### src/rtl/dmem_pkg.sv
// Shared types and constants for the memory-stage data controller.
package dmem_pkg;

   typedef enum logic [1:0] {
      ST_IDLE = 2'd0,
      ST_REQ  = 2'd1,
      ST_WAIT = 2'd2,
      ST_DONE = 2'd3
   } dmem_state_e;

   localparam int DEF_TIMEOUT = 255;
   localparam int ALIGN_BIT   = 0;

endpackage

### src/rtl/dmem_timeout_cnt.sv
// Access timeout counter: counts cycles while enabled, saturating at TIMEOUT.
module dmem_timeout_cnt
   import dmem_pkg::*;
#(
   parameter int TIMEOUT = DEF_TIMEOUT,
   parameter int CNT_W   = 8
) (
   input  logic clk,
   input  logic rst,
   input  logic clr,
   input  logic en,
   output logic hit
);

   localparam logic [CNT_W-1:0] TO_VAL = CNT_W'(TIMEOUT);

   logic [CNT_W-1:0] count;

   // Holding at TIMEOUT keeps hit asserted, so a read accepted on the
   // timeout cycle still aborts if its data never arrives.
   always_ff @(posedge clk) begin
      if (rst || clr)
         count <= '0;
      else if (en && count != TO_VAL)
         count <= count + CNT_W'(1);
   end

   assign hit = (count == TO_VAL);

endmodule

### src/rtl/dmem_ctrl.sv
// Memory-stage data controller: single-cycle load/store request to a
// variable-latency memory handshake, with pipeline stall and error pulses.
module dmem_ctrl
   import dmem_pkg::*;
#(
   parameter int TIMEOUT = DEF_TIMEOUT,
   parameter int CNT_W   = 8
) (
   input  logic        clk,
   input  logic        rst,
   input  logic        mem_en,
   input  logic        mem_wr,
   input  logic [15:0] addr,
   input  logic [15:0] wrdata,
   output logic [15:0] rdata,
   output logic        stall,
   output logic        done,
   output logic        err,
   output logic        m_req,
   output logic        m_wr,
   output logic [15:0] m_addr,
   output logic [15:0] m_wdata,
   input  logic        m_ready,
   input  logic        m_rvalid,
   input  logic [15:0] m_rdata
);

   dmem_state_e state;
   logic        misaligned;
   logic        start;
   logic        busy;
   logic        to_hit;

   assign misaligned = addr[ALIGN_BIT];
   assign start      = (state == ST_IDLE) && mem_en && !misaligned;
   assign busy       = (state == ST_REQ) || (state == ST_WAIT);
   assign stall      = start || busy;

   dmem_timeout_cnt #(
      .TIMEOUT (TIMEOUT),
      .CNT_W   (CNT_W)
   ) u_timeout (
      .clk (clk),
      .rst (rst),
      .clr (start),
      .en  (busy),
      .hit (to_hit)
   );

   // Completion is tested before the timeout so a same-cycle response wins.
   always_ff @(posedge clk) begin
      if (rst) begin
         state   <= ST_IDLE;
         m_req   <= 1'b0;
         m_wr    <= 1'b0;
         m_addr  <= '0;
         m_wdata <= '0;
         rdata   <= '0;
         done    <= 1'b0;
         err     <= 1'b0;
      end else begin
         done <= 1'b0;
         err  <= 1'b0;
         case (state)
            ST_IDLE: begin
               if (mem_en) begin
                  if (misaligned) begin
                     err <= 1'b1;
                  end else begin
                     state   <= ST_REQ;
                     m_req   <= 1'b1;
                     m_wr    <= mem_wr;
                     m_addr  <= addr;
                     m_wdata <= wrdata;
                  end
               end
            end
            ST_REQ: begin
               if (m_ready) begin
                  m_req <= 1'b0;
                  if (m_wr) begin
                     state <= ST_DONE;
                     done  <= 1'b1;
                  end else begin
                     state <= ST_WAIT;
                  end
               end else if (to_hit) begin
                  m_req <= 1'b0;
                  state <= ST_DONE;
                  done  <= 1'b1;
                  err   <= 1'b1;
               end
            end
            ST_WAIT: begin
               if (m_rvalid) begin
                  rdata <= m_rdata;
                  state <= ST_DONE;
                  done  <= 1'b1;
               end else if (to_hit) begin
                  state <= ST_DONE;
                  done  <= 1'b1;
                  err   <= 1'b1;
               end
            end
            ST_DONE: begin
               state <= ST_IDLE;
            end
            default: begin
               state <= ST_IDLE;
               m_req <= 1'b0;
            end
         endcase
      end
   end

endmodule

### config.mk
export PLATFORM = sky130hd
export DESIGN_NAME = dmem_ctrl
export DESIGN_NICKNAME = d
export VERILOG_FILES = /design/src/rtl/dmem_pkg.sv /design/src/rtl/dmem_timeout_cnt.sv /design/src/rtl/dmem_ctrl.sv
export SDC_FILE = /design/constraint.sdc
export NUM_CORES = 1
export LEC_CHECK = 0
export BUFFER_PORTS_ARGS = -buffer_cell sky130_fd_sc_hd__buf_2
export CAP_MARGIN = 20
export CORE_ASPECT_RATIO = 1.1
export CORE_MARGIN = 5
export CORE_UTILIZATION = 35
export CTS_CLUSTER_DIAMETER = 100
export DETAILED_ROUTE_END_ITERATION = 8
export PLACE_DENSITY = 0.59
export REMOVE_ABC_BUFFERS = 1
export SKIP_LAST_GASP = 1
export SLEW_MARGIN = 10
export SYNTH_ARGS = -nofsm -noshare
export SYNTH_HDL_FRONTEND = slang
export SYNTH_HIERARCHICAL = 1
export SYNTH_SLANG_ARGS = --single-unit
### constraint.sdc
create_clock -name clk -period 2.65 [get_ports clk]
set_input_delay 0.1325 -clock clk [delete_from_list [all_inputs] [get_ports clk]]
set_output_delay 0.1325 -clock clk [all_outputs]
set_load 0.01 [all_outputs]
==> results of run 1 <==
power by group through the flow:
stage	Sequential (mW)	Combinational (mW)	Clock, mW
floorplan	1.06	0.208	0
CTS	1.02	0.416	0.860
finish	1.02	0.408	0.829
global placement	1.04	0.409	0
detailed placement	1.04	0.414	0
global route	1.03	0.460	0.898
how the worst max path moves through the flow:
stage	startpoint	to	slack (ps)	depth (start not counted)
floorplan	state[0]	u_timeout/count[4]	60	8
detailed placement	state[0]	u_timeout/count[4]	600	8
finish	state[0]	stall	580	7
global placement	state[0]	u_timeout/count[4]	700	8
CTS	state[0]	stall	550	7
global route	state[0]	u_timeout/count[4]	390	8
cells in the mapped netlist:
library cell	count
inv_1	9
clkinv_2	1
clkbuf_2	1
a311oi_1	1
conb_1	1
o22ai_1	1
a21bo_2	1
ha_1	8
a2111oi_0	3
and4_1	1
and3_1	1
nor3_1	2
o311a_1	1
mux2i_1	4
a221oi_1	2
nand4_1	2
o31a_1	1
a31oi_1	2
and2_2	1
nand2_2	1
or3_1	3
buf_6	3
nor2_1	5
buf_4	1
dfxtp_1	61
and2_1	1
a21oi_1	50
nand2_1	108
a32oi_1	1
o21bai_1	2
o21ai_0	5
o31ai_1	1
buf_2	4
nand2b_1	1
clkbuf_1	9
a211oi_1	2
or2_1	1
a2111oi_1	1
and3b_1	1
a41oi_1	1
sequential cells by signal (all words and copies together) (netlist names):
signal,cells
u_timeout/count,8
err,1
m_req,1
m_wdata,16
m_wr,1
done,1
m_addr,15
state,2
rdata,16
layer usage:
| layer | track usage (%) | up-vias |
|---|---|---|
| met5 | 0 | - |
| met4 | 7.67 | 2 |
| met3 | 5.16 | 15 |
| met2 | 24.3 | 80 |
| met1 | 16.5 | 1065 |
| li1 | - | 1223 |
layout make-up:
cell class                 instances  area (um^2)  share of cell area, %
clock buffer                      11          151                   4.69
clock inverter                     4         47.5                   1.47
inverter                          10         38.8                   1.20
multi-input combinational        216         1110                   34.3
sequential                        61         1220                   37.8
tap                               85          106                   3.30
timing repair buffer             109          556                   17.2
worst register-to-register path: cells and delay by family, from the launching register on:
family / cells / cell delay (ps)
compound gates: 2 / 310
fa+ha+maj: 1 / 250
buf+inv: 2 / 410
flops: 1 / 450
simple gates: 3 / 590
stage by stage:
stage | util (%) | cell area, um^2 | cells
after floorplan | - | 2370 | 287
after global placement | 43.7 | 3030 | 481
after detailed placement | 43.7 | 3030 | 481
after CTS | 46.6 | 3230 | 496
after global routing | 46.6 | 3230 | 496
final | 46.6 | 3230 | 496
cell families (layout without fill, tap and decap cells):
| kind of cell | count (synthesis) | after routing | share of synthesized area (%) |
|---|---|---|---|
| AOI/OAI and AO/OA | 75 | 75 | 17.9 |
| other | 1 | 1 | 0.152 |
| adders and majority gates | 8 | 8 | 4.06 |
| muxes | 4 | 4 | 1.62 |
| DFF | 61 | 61 | 49.5 |
| and+or+nand+nor | 128 | 128 | 21.2 |
| buffers and inverters | 28 | 134 | 5.63 |
==> flow_summary_export.csv, run 1 <==
group,metric,value,unit
yosys,ys_types,40,
critical_path,worst_r2r_endpoint,"u_timeout/count[4]",
die,boundaryPins,107,
placement,port_buffers,105,
critical_path,rr_startpoint,"state[0]",
min_path,hold_end,"rdata[10]",
clocking,post_cts_buffers,0,
power,p_seq_share,45.3,%
layout,diodes,0,
timing,rsz0062_at_grt,"false",
timing,period_minus_slack,2070,ps
critical_path,required,2520,ps
global_route,grt.overflow.total,0,
global_route,track_usage,14.6,%
yosys,synth-seq-cells,61,
yosys,synth_area_leaders,"dfxtp_1 50%, nand2_1 16%, a21oi_1 10%",
timing,final.setup_skew,5.00,ps
min_path,min_path_cells,3,
min_path,hold_path.class,"primary input to flop",
detailed_routing,route.met2.wl,3.09,mm
clocking,cts.path.max_buffers,2,
clocking,root_buffer,"clkbuf_8",
layout,syn_to_final_growth,30.8,%
yosys,synth_seq_area_share,49.5,%
layout,drive_gt1_share,31.1,%
detailed_routing,drtIter0Drc,69,
critical_path,crit_family,"buffers and inverters",
power,pwr-share-clk,36.7,%
power,finalPower,2.26,mW
critical_path,slowest_delay,450,ps
detailed_routing,wirelength,6.51,mm
timing,period_share,78.1,%
layout,fillCellCount,690,
clocking,postCtsHoldBufs,0,
detailed_routing,detail-route-antenna-nets,0,
global_route,grt_pass1_vias,2282,
placement,dpl_worst_slack,595,ps
min_path,worstHoldStart,"m_rdata[10]",
global_route,grt_pass1_wl,10.6,mm
timing,setup_viol_count_final,0,
critical_path,cp_max_fo,33,
placement,dpl.hpwl,4.60,mm
critical_path,crit_chain,"inv_1 -> ha_1 -> nand2_1 -> or2_1 -> buf_4 -> nand2b_1 -> buf_2",
clocking,cts_tree,"yes",
timing,hold_slack,27.4,ps
critical_path,slowest_stage,"dfxtp_1",
detailed_routing,wl_per_cell,13.1,um
flow_run,drv_cap,0,
power,combinationalPowerShare,18.0,%
critical_path,worstSetupEndpointType,"output port",
clocking,cts-htree-levels,3,
detailed_routing,dr.pass1.iters,4,
layout,layout.cells.most_common,"nand2_1",
timing,hold_viol,0,
die,coreArea,6930,um^2
die,fp.dieW,90.0,um
clocking,clkTransAtPathRegs,70,ps
timing,tightest_slew,877,ps
timing,drv_slew,0,
layout,layout.cells.most_common_list,"108 x nand2_1, 105 x buf_2, 61 x dfxtp_1",
detailed_routing,dr_wl_met3,485,um
yosys,synth_top_area_share,49.5,%
die,start_util,35.6,%
power,netSwitchingFraction,28.1,%
die,rows,32,
yosys,synth_cells,305,
timing,fmax,483,MHz
detailed_routing,vias,2385,
layout,final_nets,469,
outcome,outcome,"complete, no violations",
yosys,yosys_warnings,6,
critical_path,path_class,"flop to output port",
critical_path,r2r_cells,8,
clocking,cts_sinks,61,
timing,fin_setup_tns,0,ps
die,die_h,98.0,um
clocking,cts_resized,0,
die,dieArea,8830,um^2
power,p_sw,0.636,mW
detailed_routing,drcViolationCount,0,
power,p_leak,1.44,nW
power,ir_drop,0.355,mV
detailed_routing,wl_met1,2.76,mm
detailed_routing,viasPerCell,4.81,
global_route,antenna_found_initial,1,
global_route,grt_max_degree,49,
critical_path,startpoint_type,"flop",
detailed_routing,top_layer_used,"met5",
yosys,syn_area,2470,um^2
placement,gp_congestion,0.852,
yosys,yosysTopAreaCell,"dfxtp_1",
critical_path,arrival,1940,ps
timing,max_slew_margin,41.6,%
power,p_int,1.62,mW
critical_path,regToRegSetupSlack,590,ps
critical_path,path_buf_inv,3,
clocking,cts_buffers,9,
timing,postLayoutSetupSlackWorst,581,ps
power,power_density,700,nW/um^2
yosys,syn_avg_cell_area,8.09,um^2
clocking,clk_latency,330,ps
(Power assumes the default switching activity.)
==> inputs of run 2 (changes only) <==
PLACE_DENSITY = 0.61   (was 0.59)
clock period = 1.9 ns   (was 2.65 ns; I/O delays follow)
==> flow_summary_export.csv, run 2 (synthesized netlist as in run 1, its figures left out) <==
group,metric,value,unit
timing,max_slew_margin,63.8,%
timing,rsz0062_at_grt,"true",
min_path,hold_path.class,"primary input to flop",
layout,fillCellCount,647,
power,p_leak,1.67,nW
timing,setup_viol_count_final,0,
layout,syn_to_final_growth,53.0,%
critical_path,required,1800,ps
placement,gp_congestion,0.840,
timing,period_minus_slack,1810,ps
timing,fin_setup_tns,0,ps
global_route,track_usage,15.4,%
global_route,antenna_found_initial,0,
detailed_routing,drtIter0Drc,154,
die,dieArea,8830,um^2
global_route,grt_max_degree,28,
clocking,cts_buffers,9,
timing,fmax,552,MHz
clocking,clk_latency,330,ps
layout,seqCellArea,1220,um^2
detailed_routing,dr.pass1.iters,4,
timing,drv_slew,0,
critical_path,slowest_stage,"dfxtp_1",
critical_path,crit_cells,7,
critical_path,arrival,1720,ps
die,die_h,98.0,um
power,ir_drop,0.506,mV
layout,diodes,0,
clocking,cts_tree,"yes",
detailed_routing,wl_per_cell,12.7,um
min_path,worstHoldStart,"wrdata[13]",
critical_path,worstSetupEndpointType,"output port",
layout,final_nets,520,
timing,final.setup_skew,4.34,ps
layout,layout.cells.most_common_list,"108 x nand2_1, 105 x buf_2, 61 x dfxtp_1",
timing,tightest_slew,538,ps
timing,period_share,95.4,%
critical_path,crit_chain,"inv_2 -> ha_1 -> nand2_1 -> or2_1 -> buf_4 -> nand2b_1 -> buf_2",
clocking,cts.path.max_buffers,2,
timing,postLayoutSetupSlackWorst,87.6,ps
die,boundaryPins,107,
die,rows,32,
critical_path,path_class,"flop to output port",
critical_path,r2r_cells,7,
min_path,min_path_cells,3,
outcome,outcome,"complete, no violations",
layout,drive_gt1_share,29.6,%
global_route,grt.overflow.total,0,
layout,final_core_util,54.5,%
detailed_routing,drcViolationCount,0,
clocking,cts_sinks,61,
layout,design_area,3770,um^2
clocking,root_buffer,"clkbuf_8",
critical_path,cp_max_fo,14,
power,power_density,919,nW/um^2
layout,layout.cells.most_common,"nand2_1",
detailed_routing,wirelength,6.97,mm
layout,top_regs,"m_wdata: 16 flops, rdata: 16 flops, m_addr: 15 flops",
placement,dpl.hpwl,4.57,mm
placement,postPlaceCellArea,3070,um^2
critical_path,crit_path_start,"state[1]",
critical_path,startpoint_type,"flop",
die,start_util,35.6,%
detailed_routing,detail-route-antenna-nets,0,
critical_path,slowest_delay,420,ps
critical_path,path_buf_inv,3,
timing,hold_slack,17.7,ps
detailed_routing,viasPerCell,4.75,
critical_path,rr_startpoint,"u_timeout/count[0]",
detailed_routing,vias,2605,
flow_run,drv_cap,0,
clocking,post_cts_buffers,0,
placement,port_buffers,105,
critical_path,crit_family,"buffers and inverters",
placement,dpl_worst_slack,105,ps
clocking,clkTransAtPathRegs,70,ps
die,coreArea,6930,um^2
clocking,cts-htree-levels,3,
layout,multi_input_area,1110,um^2
timing,hold_viol,0,
global_route,grt_pass1_vias,2438,
global_route,grt_pass1_wl,11.4,mm
die,fp.dieW,90.0,um
run 2: changes by cell type in the layout (fill, tap and decap cells not counted), moves of 2 or more:
cell,change
buf_4,+5
bufinv_16,+2
clkbuf_8,-2
dlygate4sd3_1,+46
inv_1,-2
inv_2,+2
run 2: final timing paths:
path | to | slack (ps)
max | stall | 90
min reg2reg | m_wdata[7] | 450
max reg2reg | state[0] | 130
min | m_wdata[13] | 20
run 2: timing repair:
item,in CTS,in global routing
hold buffers,44,2
setup endpoints to repair,0,7
hold endpoints to repair,44,2
gates resized for setup,0,4
run 2: worst register-to-register path: cells and delay by family, from the launching register on:
family          cells  cell delay [ps]
fa+ha+maj           1              250
compound gates      2              360
flops               1              330
simple gates        3              540
buf+inv             1              140
run 2: report_power, final:
group,total (mW),internal [mW],switching (mW)
Clock,1.38,0.872,0.509
Sequential,1.42,1.37,0.0501
Combinational,0.668,0.308,0.360
run 2: cell type report:
class | count | area share [%]
clock buffers | 10 | 3.38
well taps | 85 | 2.82
flip-flops and latches | 61 | 32.4
clock inverters | 6 | 2.95
multi-input cells | 216 | 29.5
inverters | 10 | 1.03
repair buffers | 160 | 27.9
run 2: metal layers:
metal	track usage, %	up-vias	wire length [um]
met5	0	-	0
met4	5.38	0	49
met3	6.01	6	554
met2	25.1	100	3300
met1	18.4	1178	3070
li1	-	1321	-
run 2: through the flow:
step,cells,power [mW]
final,548,3.47
after global routing,548,3.65
after CTS,546,3.49
after detailed placement,486,2.04
after global placement,486,2.03
after floorplan,287,1.77
==> inputs of run 3 (changes only) <==
CORE_UTILIZATION = 42   (was 35)
PLACE_DENSITY = 0.72   (was 0.61)
==> flow_summary_export.csv, run 3 (synthesized netlist as in run 1, its figures left out) <==
group,metric,value,unit
outcome,outcome,"complete, no violations",
die,die_h,90.4,um
detailed_routing,detail-route-antenna-nets,0,
global_route,grt_max_degree,34,
die,start_util,43.0,%
layout,drive_gt1_share,30.1,%
global_route,grt_pass1_wl,12.1,mm
critical_path,worstSetupEndpointType,"output port",
power,p_leak,1.67,nW
timing,drv_slew,0,
clocking,cts_sinks,61,
detailed_routing,dr.pass1.iters,4,
power,power_density,867,nW/um^2
timing,final.setup_skew,9.00,ps
critical_path,cp_max_fo,17,
layout,layout.cells.most_common,"nand2_1",
placement,dpl_worst_slack,149,ps
critical_path,arrival,1680,ps
clocking,post_cts_buffers,0,
critical_path,r2r_cells,7,
critical_path,slowest_delay,310,ps
die,coreArea,5730,um^2
clocking,cts_buffers,9,
global_route,grt_pass1_vias,2440,
timing,tightest_slew,533,ps
layout,syn_to_final_growth,53.2,%
clocking,cts_tree,"yes",
timing,hold_slack,170,ps
global_route,antenna_found_initial,0,
layout,top_regs,"m_wdata: 16 flops, rdata: 16 flops, m_addr: 15 flops",
critical_path,path_class,"flop to output port",
detailed_routing,wirelength,7.42,mm
layout,design_area,3780,um^2
critical_path,required,1800,ps
min_path,hold_path.class,"primary input to flop",
clocking,clkTransAtPathRegs,70,ps
die,fp.dieW,83.1,um
placement,dpl.hpwl,4.56,mm
timing,period_share,93.3,%
layout,diodes,0,
critical_path,slowest_stage,"dfxtp_1",
critical_path,crit_chain,"inv_1 -> ha_1 -> nand2_1 -> or2_4 -> buf_12 -> nand2b_1 -> buf_2",
timing,hold_viol,0,
placement,postPlaceCellArea,3050,um^2
power,ir_drop,0.518,mV
timing,setup_viol_count_final,0,
clocking,cts.path.max_buffers,2,
die,dieArea,7510,um^2
timing,max_slew_margin,64.1,%
min_path,min_path_cells,3,
clocking,cts-htree-levels,3,
global_route,track_usage,19.7,%
placement,gp_congestion,0.825,
detailed_routing,drtIter0Drc,115,
clocking,clk_latency,350,ps
timing,postLayoutSetupSlackWorst,126,ps
detailed_routing,wl_per_cell,13.7,um
timing,period_minus_slack,1770,ps
clocking,root_buffer,"clkbuf_8",
critical_path,startpoint_type,"flop",
timing,fmax,564,MHz
layout,final_nets,522,
detailed_routing,vias,2623,
placement,port_buffers,105,
die,boundaryPins,107,
detailed_routing,drcViolationCount,0,
global_route,grt.overflow.total,0,
detailed_routing,viasPerCell,4.84,
flow_run,drv_cap,0,
die,rows,29,
layout,layout.cells.most_common_list,"108 x nand2_1, 105 x buf_2, 60 x dfxtp_1",
-- run 3: cell types whose count changed in the layout (fill, tap and decap cells not counted), moves of 2 or more --
cell,change
buf_4,-2
bufinv_16,-2
clkinvlp_4,+2
dlygate4sd3_1,+2
-- run 3: layout make-up --
cell class                      instances  area, um^2
Sequential cell                        61        1220
Timing Repair Buffer                  162        1100
Inverter                               10        38.8
Fill cell                             472        1950
Clock inverter                          7        75.1
Clock buffer                            9         124
Multi-Input combinational cell        216        1120
Tap cell                               77        96.3
-- run 3: report_power, final --
group,switching [mW],total [mW],internal [mW]
registers,0.0527,1.42,1.37
logic,0.370,0.699,0.328
clock network,0.545,1.15,0.608
total,0.968,3.28,2.31
-- run 3: through the flow --
stage	TNS [ps]	instances	utilization [%]	power (mW)
floorplan	-16450	287	-	1.77
global placement	0	477	53.2	2.02
detailed placement	0	477	53.2	2.03
CTS	0	541	65.1	3.27
global route	-6.49	542	65.9	3.46
finish	0	542	65.9	3.28
-- run 3: final timing paths --
path | from | to | slack (ps)
max | state[0] | stall | 130
min | mem_en | err | 170
max reg2reg | state[1] | u_timeout/count[0] | 140
min reg2reg | m_addr[1] | m_addr[1] | 450
-- run 3: metal layers --
metal  vias to the layer above  global-route usage [%]  routed length, um
met1                      1190                    24.8               3090
met4                         0                    7.08                103
li1                       1324                       -                  -
met5                         -                       0                  0
met3                         7                    7.21                625
met2                       102                    30.9               3600
-- run 3: what timing repair did --
action / 4_1_cts / 5_1_grt
pin swaps: 0 / 1
hold endpoints to repair: 48 / 0
setup endpoints to repair: 1 / 7
hold buffers: 48 / 0
resized for setup: 2 / 8
cloned: 0 / 1
-- run 3: worst max-delay path: cells and delay by family, from the launching register on --
kind                       cells  cell delay (ps)
DFF                            1              310
buffers and inverters          3              410
and+or+nand+nor                3              400
adders and majority gates      1              200
